[config.mk]
export PLATFORM = sky130hd
export DESIGN_NAME = hash_message_build
export DESIGN_NICKNAME = d
export VERILOG_FILES = /design/src/rtl/hash_message_build_pkg.sv /design/src/rtl/hash_message_build.sv
export SDC_FILE = /design/constraint.sdc
export NUM_CORES = 2
export LEC_CHECK = 0
export ABC_AREA = 1
export CAP_MARGIN = 20
export CORE_ASPECT_RATIO = 0.8
export CORE_MARGIN = 2
export CORE_UTILIZATION = 25
export DETAILED_ROUTE_END_ITERATION = 8
export DONT_BUFFER_PORTS = 1
export SYNTH_ARGS = -nofsm -noshare
export SYNTH_HDL_FRONTEND = slang
export SYNTH_SLANG_ARGS = --single-unit
[constraint.sdc]
create_clock -name clk -period 98 [get_ports clk]
set_clock_uncertainty 0.15 [all_clocks]
set_input_delay 19.6 -clock clk [delete_from_list [all_inputs] [get_ports clk]]
set_output_delay 19.6 -clock clk [all_outputs]
set_load 0.01 [all_outputs]
[src/rtl/hash_message_build_pkg.sv]
// Shared SHA-256 message-building constants and the padding/length packing helpers.
package hash_message_build_pkg;

  localparam int BLOCK_W = 512;
  localparam int WORD_W  = 32;
  localparam int LEN_W   = 64;
  localparam logic [7:0] PAD_BYTE = 8'h80;

  // Pad the final data word at idx (nbytes valid), clear everything above it and,
  // when the padding byte lands in word 13 or earlier, append the bit length.
  function automatic logic [BLOCK_W-1:0] pad_block(input logic [BLOCK_W-1:0] blk,
                                                   input logic [3:0] idx,
                                                   input logic [2:0] nbytes,
                                                   input logic [LEN_W-1:0] len);
    logic [BLOCK_W-1:0] r;
    logic [WORD_W-1:0]  wd;
    int p;
    r = blk;
    p = (nbytes == 3'd4) ? int'(idx) + 1 : int'(idx);
    for (int k = 0; k < 16; k++) begin
      wd = blk[BLOCK_W-1-WORD_W*k -: WORD_W];
      if (k == int'(idx)) begin
        for (int j = 0; j < 4; j++) begin
          if (j >= int'(nbytes)) wd[31-8*j -: 8] = (j == int'(nbytes)) ? PAD_BYTE : 8'h00;
        end
      end else if (k > int'(idx)) begin
        wd = (k == p) ? {PAD_BYTE, 24'h0} : '0;
      end
      r[BLOCK_W-1-WORD_W*k -: WORD_W] = wd;
    end
    if (p <= 13) r[LEN_W-1:0] = len;
    return r;
  endfunction

  function automatic logic [BLOCK_W-1:0] len_block(input logic owed,
                                                   input logic [LEN_W-1:0] len);
    logic [BLOCK_W-1:0] r;
    r = '0;
    if (owed) r[BLOCK_W-1 -: WORD_W] = {PAD_BYTE, 24'h0};
    r[LEN_W-1:0] = len;
    return r;
  endfunction

endpackage

[src/rtl/hash_message_build.sv]
// Collects 32-bit message words into 512-bit SHA-256 blocks and applies the
// standard 0x80 / zero / 64-bit-length padding, spilling into an extra block when needed.
module hash_message_build
  import hash_message_build_pkg::*;
(
  input  logic               clk,
  input  logic               rst,
  input  logic               sync_rst,
  input  logic [WORD_W-1:0]  data_in,
  input  logic [2:0]         data_in_bytes,
  input  logic               data_in_last,
  input  logic               data_in_valid,
  output logic               data_in_ready,
  output logic [BLOCK_W-1:0] data_out,
  output logic               data_out_last,
  output logic               data_out_valid,
  input  logic               data_out_ready
);

  typedef enum logic {COLLECT, EXTRA} state_t;

  state_t             state_q, state_d;
  logic [3:0]         w_q, w_d;
  logic [LEN_W-1:0]   len_q, len_d;
  logic [BLOCK_W-1:0] buf_q, buf_d;
  logic [BLOCK_W-1:0] dout_q, dout_d;
  logic               last_q, last_d;
  logic               valid_q, valid_d;
  logic               owed_q, owed_d;

  logic               accept, hs;
  logic [2:0]         bytes_eff;
  logic [4:0]         p_idx;
  logic [LEN_W-1:0]   len_new;
  logic [BLOCK_W-1:0] blk_in;

  assign data_in_ready  = (state_q == COLLECT) && !valid_q && !rst && !sync_rst;
  assign data_out       = dout_q;
  assign data_out_last  = last_q;
  assign data_out_valid = valid_q;

  always_comb begin
    state_d = state_q;
    w_d     = w_q;
    len_d   = len_q;
    buf_d   = buf_q;
    dout_d  = dout_q;
    last_d  = last_q;
    valid_d = valid_q;
    owed_d  = owed_q;

    accept = data_in_valid && data_in_ready;
    hs     = valid_q && data_out_ready;
    // Non-last words always carry four bytes; oversize counts saturate at four.
    bytes_eff = (!data_in_last || data_in_bytes > 3'd4) ? 3'd4 : data_in_bytes;
    p_idx     = (bytes_eff == 3'd4) ? {1'b0, w_q} + 5'd1 : {1'b0, w_q};
    len_new   = len_q + {58'h0, bytes_eff, 3'b000};
    blk_in    = buf_q;
    blk_in[BLOCK_W-1-WORD_W*int'(w_q) -: WORD_W] = data_in;

    if (hs) valid_d = 1'b0;

    case (state_q)
      COLLECT: begin
        if (accept) begin
          buf_d = blk_in;
          len_d = len_new;
          if (data_in_last) begin
            dout_d  = pad_block(blk_in, w_q, bytes_eff, len_new);
            valid_d = 1'b1;
            w_d     = 4'd0;
            if (p_idx <= 5'd13) begin
              last_d = 1'b1;
              len_d  = '0;
            end else begin
              last_d  = 1'b0;
              owed_d  = (p_idx == 5'd16);
              state_d = EXTRA;
            end
          end else if (w_q == 4'd15) begin
            dout_d  = blk_in;
            last_d  = 1'b0;
            valid_d = 1'b1;
            w_d     = 4'd0;
          end else begin
            w_d = w_q + 4'd1;
          end
        end
      end
      EXTRA: begin
        if (hs) begin
          dout_d  = len_block(owed_q, len_q);
          last_d  = 1'b1;
          valid_d = 1'b1;
          w_d     = 4'd0;
          len_d   = '0;
          owed_d  = 1'b0;
          state_d = COLLECT;
        end
      end
      default: state_d = COLLECT;
    endcase
  end

  always_ff @(posedge clk or posedge rst) begin
    if (rst) begin
      state_q <= COLLECT;
      w_q     <= '0;
      len_q   <= '0;
      buf_q   <= '0;
      dout_q  <= '0;
      last_q  <= 1'b0;
      valid_q <= 1'b0;
      owed_q  <= 1'b0;
    end else if (sync_rst) begin
      state_q <= COLLECT;
      w_q     <= '0;
      len_q   <= '0;
      buf_q   <= '0;
      dout_q  <= '0;
      last_q  <= 1'b0;
      valid_q <= 1'b0;
      owed_q  <= 1'b0;
    end else begin
      state_q <= state_d;
      w_q     <= w_d;
      len_q   <= len_d;
      buf_q   <= buf_d;
      dout_q  <= dout_d;
      last_q  <= last_d;
      valid_q <= valid_d;
      owed_q  <= owed_d;
    end
  end

endmodule

==> impl_results.md <==
* Hold endpoint: buf_q[163]
* DRC viols at 0
* Reg2reg path depth at 10
* Routing usage on met2 at 0.336
* Iter 0 DRT Violations at 5808
* Hold crit path type: flip-flop to flip-flop
* Area Overhead vs Synth at 13.2%
* LEAKAGE at 0.0250 µW
* Final ANT Viol Nets at 0
* Most common flop cell mapped by yosys: dfrtp_1
* Slowest-stage cell, CP: buf_4
* Fin. max-slew vios at 0
* Unrepaired setup endpoints after global routing: no
* Yosys warns at 0
* Setup tns final at 0 ns
* Total CTS buffers at 121
* Req. time, crit path at 78.25 ns
* Crit start category: input port
* Vias in the first global route at 43400
* Dpl ws at 57.95 ns
* Reg2Reg Setup Slack at 91.84 ns
* HPWL after DPL at 175 mm
* Die Wd at 512 µm
* GRT Max-Usage Layer: met2
* CP Capture Type: output port
* Reg clk slew, reported paths at 0.06 ns
* WL final at 246 mm
* WHS Path Cells at 2
* Netlist Area Pre-Place at 0.0516 mm²
* Routability congestion estimate at 0.940
* Max-cap viol count at 0
* Vias/cell at 5.27
* WL/cell at 27.8 µm
* Synth area leader: dfrtp_1
* Syn_nets at 6256
* Flops & latches, synth at 1093
* Placed Cells at 8580
* Peak supply drop at 0.0179 mV
* Setup-failing EPs final at 0
* Synth top area share at 0.530
* CTS hold repair buffers at 0
* Least-Margin Pin Slew at 1.22 ns
* Tcrit/Tclk final at 0.409
* Post-cts resize count at 0
* CP top delay family: buffers and inverters
* Fmax at 0.0250 GHz
* Synthesized area per cell at 8.31 µm²
* GR met3 Demand/Resource at 0.102
* Setup Buffers After CTS at 0
* Status: finished, final reports clean
* Crit path arrival time at 20.30 ns
* Worst Min Path Start: buf_q[163]
* Pwr per Cell Area at 18.2 mW/mm²
* Final min period at 40.05 ns
* Core box area at 0.206 mm²
* Fin. Hold Viols at 0
* Initial Utilization at 0.251
* Port Buffers at 0
* Initial DRT Pass Iterations at 6
* Final hold slack at 0.328 ns
* Final setup margin at 57.95 ns
* CP peak stage delay at 0.28 ns
* GRT overflow at 0
* I/O pin cnt at 556
* First-pass GRT wire length at 342 mm
* Register area share after synthesis at 0.530
* Grt met1 use at 0.270
* Cells after Synth at 6206
* Worst reg2reg path startpoint: w_q[0]
* Buffers & Inverters on Critical Path at 2
* Die outline height at 410 µm
* H-tree levels at 3
* Final #Nets at 6041
* Via count at 46500
* EDFF count, synth at 0
* Gr usage total at 0.227
* Fraction of layout cells with a size suffix above 1 at 0.0598
* FFs w/ async S/R, synth at 1.00
* Clk sinks at 1093
* CTS root buf: clkbuf_16
* Row count at 149
* Reg2reg end: data_out[386]
* Pin count of the biggest net entering global routing at 242
* CTS Buffer Depth at 3
* Crit-path max FO at 16
* Clock Latency Late Sink at 0.84 ns
* Antenna violations before repair at 21
* Relative slew slack at 0.180
* Die area at 0.210 mm²
* Layout Cells excl Fill at 8830
* Library cells used by synthesis at 49
* Kind of critical path: input port to output port
* Cell Chain, Critical Path: nor2_4, inv_4, nor3_4, buf_4
* Top cells by area, synth: dfrtp_1 53%, nand2_1 12%, o21ai_0 9.3%, inv_1 3.5%, o31ai_1 3.1%
* CTS tree: yes
## cell usage after synthesis (4+ instances only)
master / count
nand2_2: 5
or2_2: 8
o22ai_1: 184
inv_1: 476
nand4_1: 41
nand2_1: 1642
o31ai_1: 216
a32o_1: 61
nor2_1: 333
a22o_1: 70
o211ai_1: 58
nor2_4: 5
o22ai_2: 10
ha_1: 9
clkbuf_1: 260
o21ai_1: 66
o21ai_0: 963
xor2_1: 31
a21oi_1: 262
dfrtp_1: 1093
nand3_1: 151
buf_4: 9
buf_1: 25
nand2_4: 4
nor2_2: 10
a31oi_1: 7
o21bai_1: 4
inv_2: 19
clkinv_1: 5
nor3_1: 23
nand3b_1: 9
buf_2: 115
## report_power, final
| group | leakage, µW | switching (µW) | internal, µW |
|---|---|---|---|
| Sequential | 0.0151 | 17.5 | 460 |
| Combinational | 0.00777 | 75.5 | 14.3 |
| Clock | 0.00209 | 208 | 286 |
| Total | 0.0250 | 301 | 760 |
## final cells by class
class / instances / area, µm²
Clock buffer: 177 / 3630
Antenna cell: 24 / 60.1
Inverter: 503 / 1910
Multi-Input combinational cell: 4198 / 20700
Sequential cell: 1093 / 27400
Timing Repair Buffer: 74 / 689
Tap cell: 2718 / 3400
Clock inverter: 43 / 672
Fill cell: 21900 / 147000
## worst min-delay path, cell delays in order (launching register included)
cell and delay [ns]:
dfrtp_1 0.33, nand2_1 0.05, o21ai_0 0.06
## cells by family (layout without fill, tap and decap cells)
logic type                 Yosys count  in the layout  synth area share
and+or+nand+nor                   2239           2239             0.173
AOI/OAI and AO/OA                 1918           1918             0.218
DFF                               1093           1093             0.530
buffers and inverters              915            797            0.0706
xor gates and xnor gates            32             32           0.00544
adders and majority gates            9              9           0.00218
other                                0             24                 0
## flip-flops by register name, summed over array words and instances, names as in the netlist
register,flops
state_q,1
len_q,61
w_q,4
data_out_last,1
data_out,512
data_out_valid,1
owed_q,1
buf_q,512
## how the worst max path moves through the flow
stage	from	to	depth (start not counted)
after floorplan	rst	buf_q[0]	1
after global routing	sync_rst	data_in_ready	4
after global placement	sync_rst	data_in_ready	4
after CTS	sync_rst	data_in_ready	4
after detailed placement	sync_rst	data_in_ready	4
final	sync_rst	data_in_ready	4
## routing by layer
| layer | wire length, µm | part of all wire |
|---|---|---|
| met1 | 92200 | 0.38 |
| met2 | 106000 | 0.43 |
| met3 | 31100 | 0.13 |
| met4 | 16300 | 0.066 |
| met5 | 49 | 0.00020 |
## placed cells by master, fill, tap and decap left out, drive strengths merged, types with 154 or more instances in the layout
| master | Yosys | routed |
|---|---|---|
| nand3 | 154 | 154 |
| dfrtp | 1093 | 1093 |
| o31ai | 216 | 216 |
| o22ai | 194 | 194 |
| o21ai | 1030 | 1030 |
| a21oi | 264 | 264 |
| clkbuf | 260 | 177 |
| nand2 | 1651 | 1651 |
| inv | 498 | 499 |
| nor2 | 348 | 348 |
## stage by stage
step	utilization	total power, µW	area, µm²
2_1_floorplan	-	529	51600
3_3_place_gp	0.262	572	53900
3_5_place_dp	0.262	573	53900
4_1_cts	0.283	1070	58200
5_1_grt	0.284	1090	58300
6_report	0.284	1060	58400
Power figures use the tool's default switching activity.
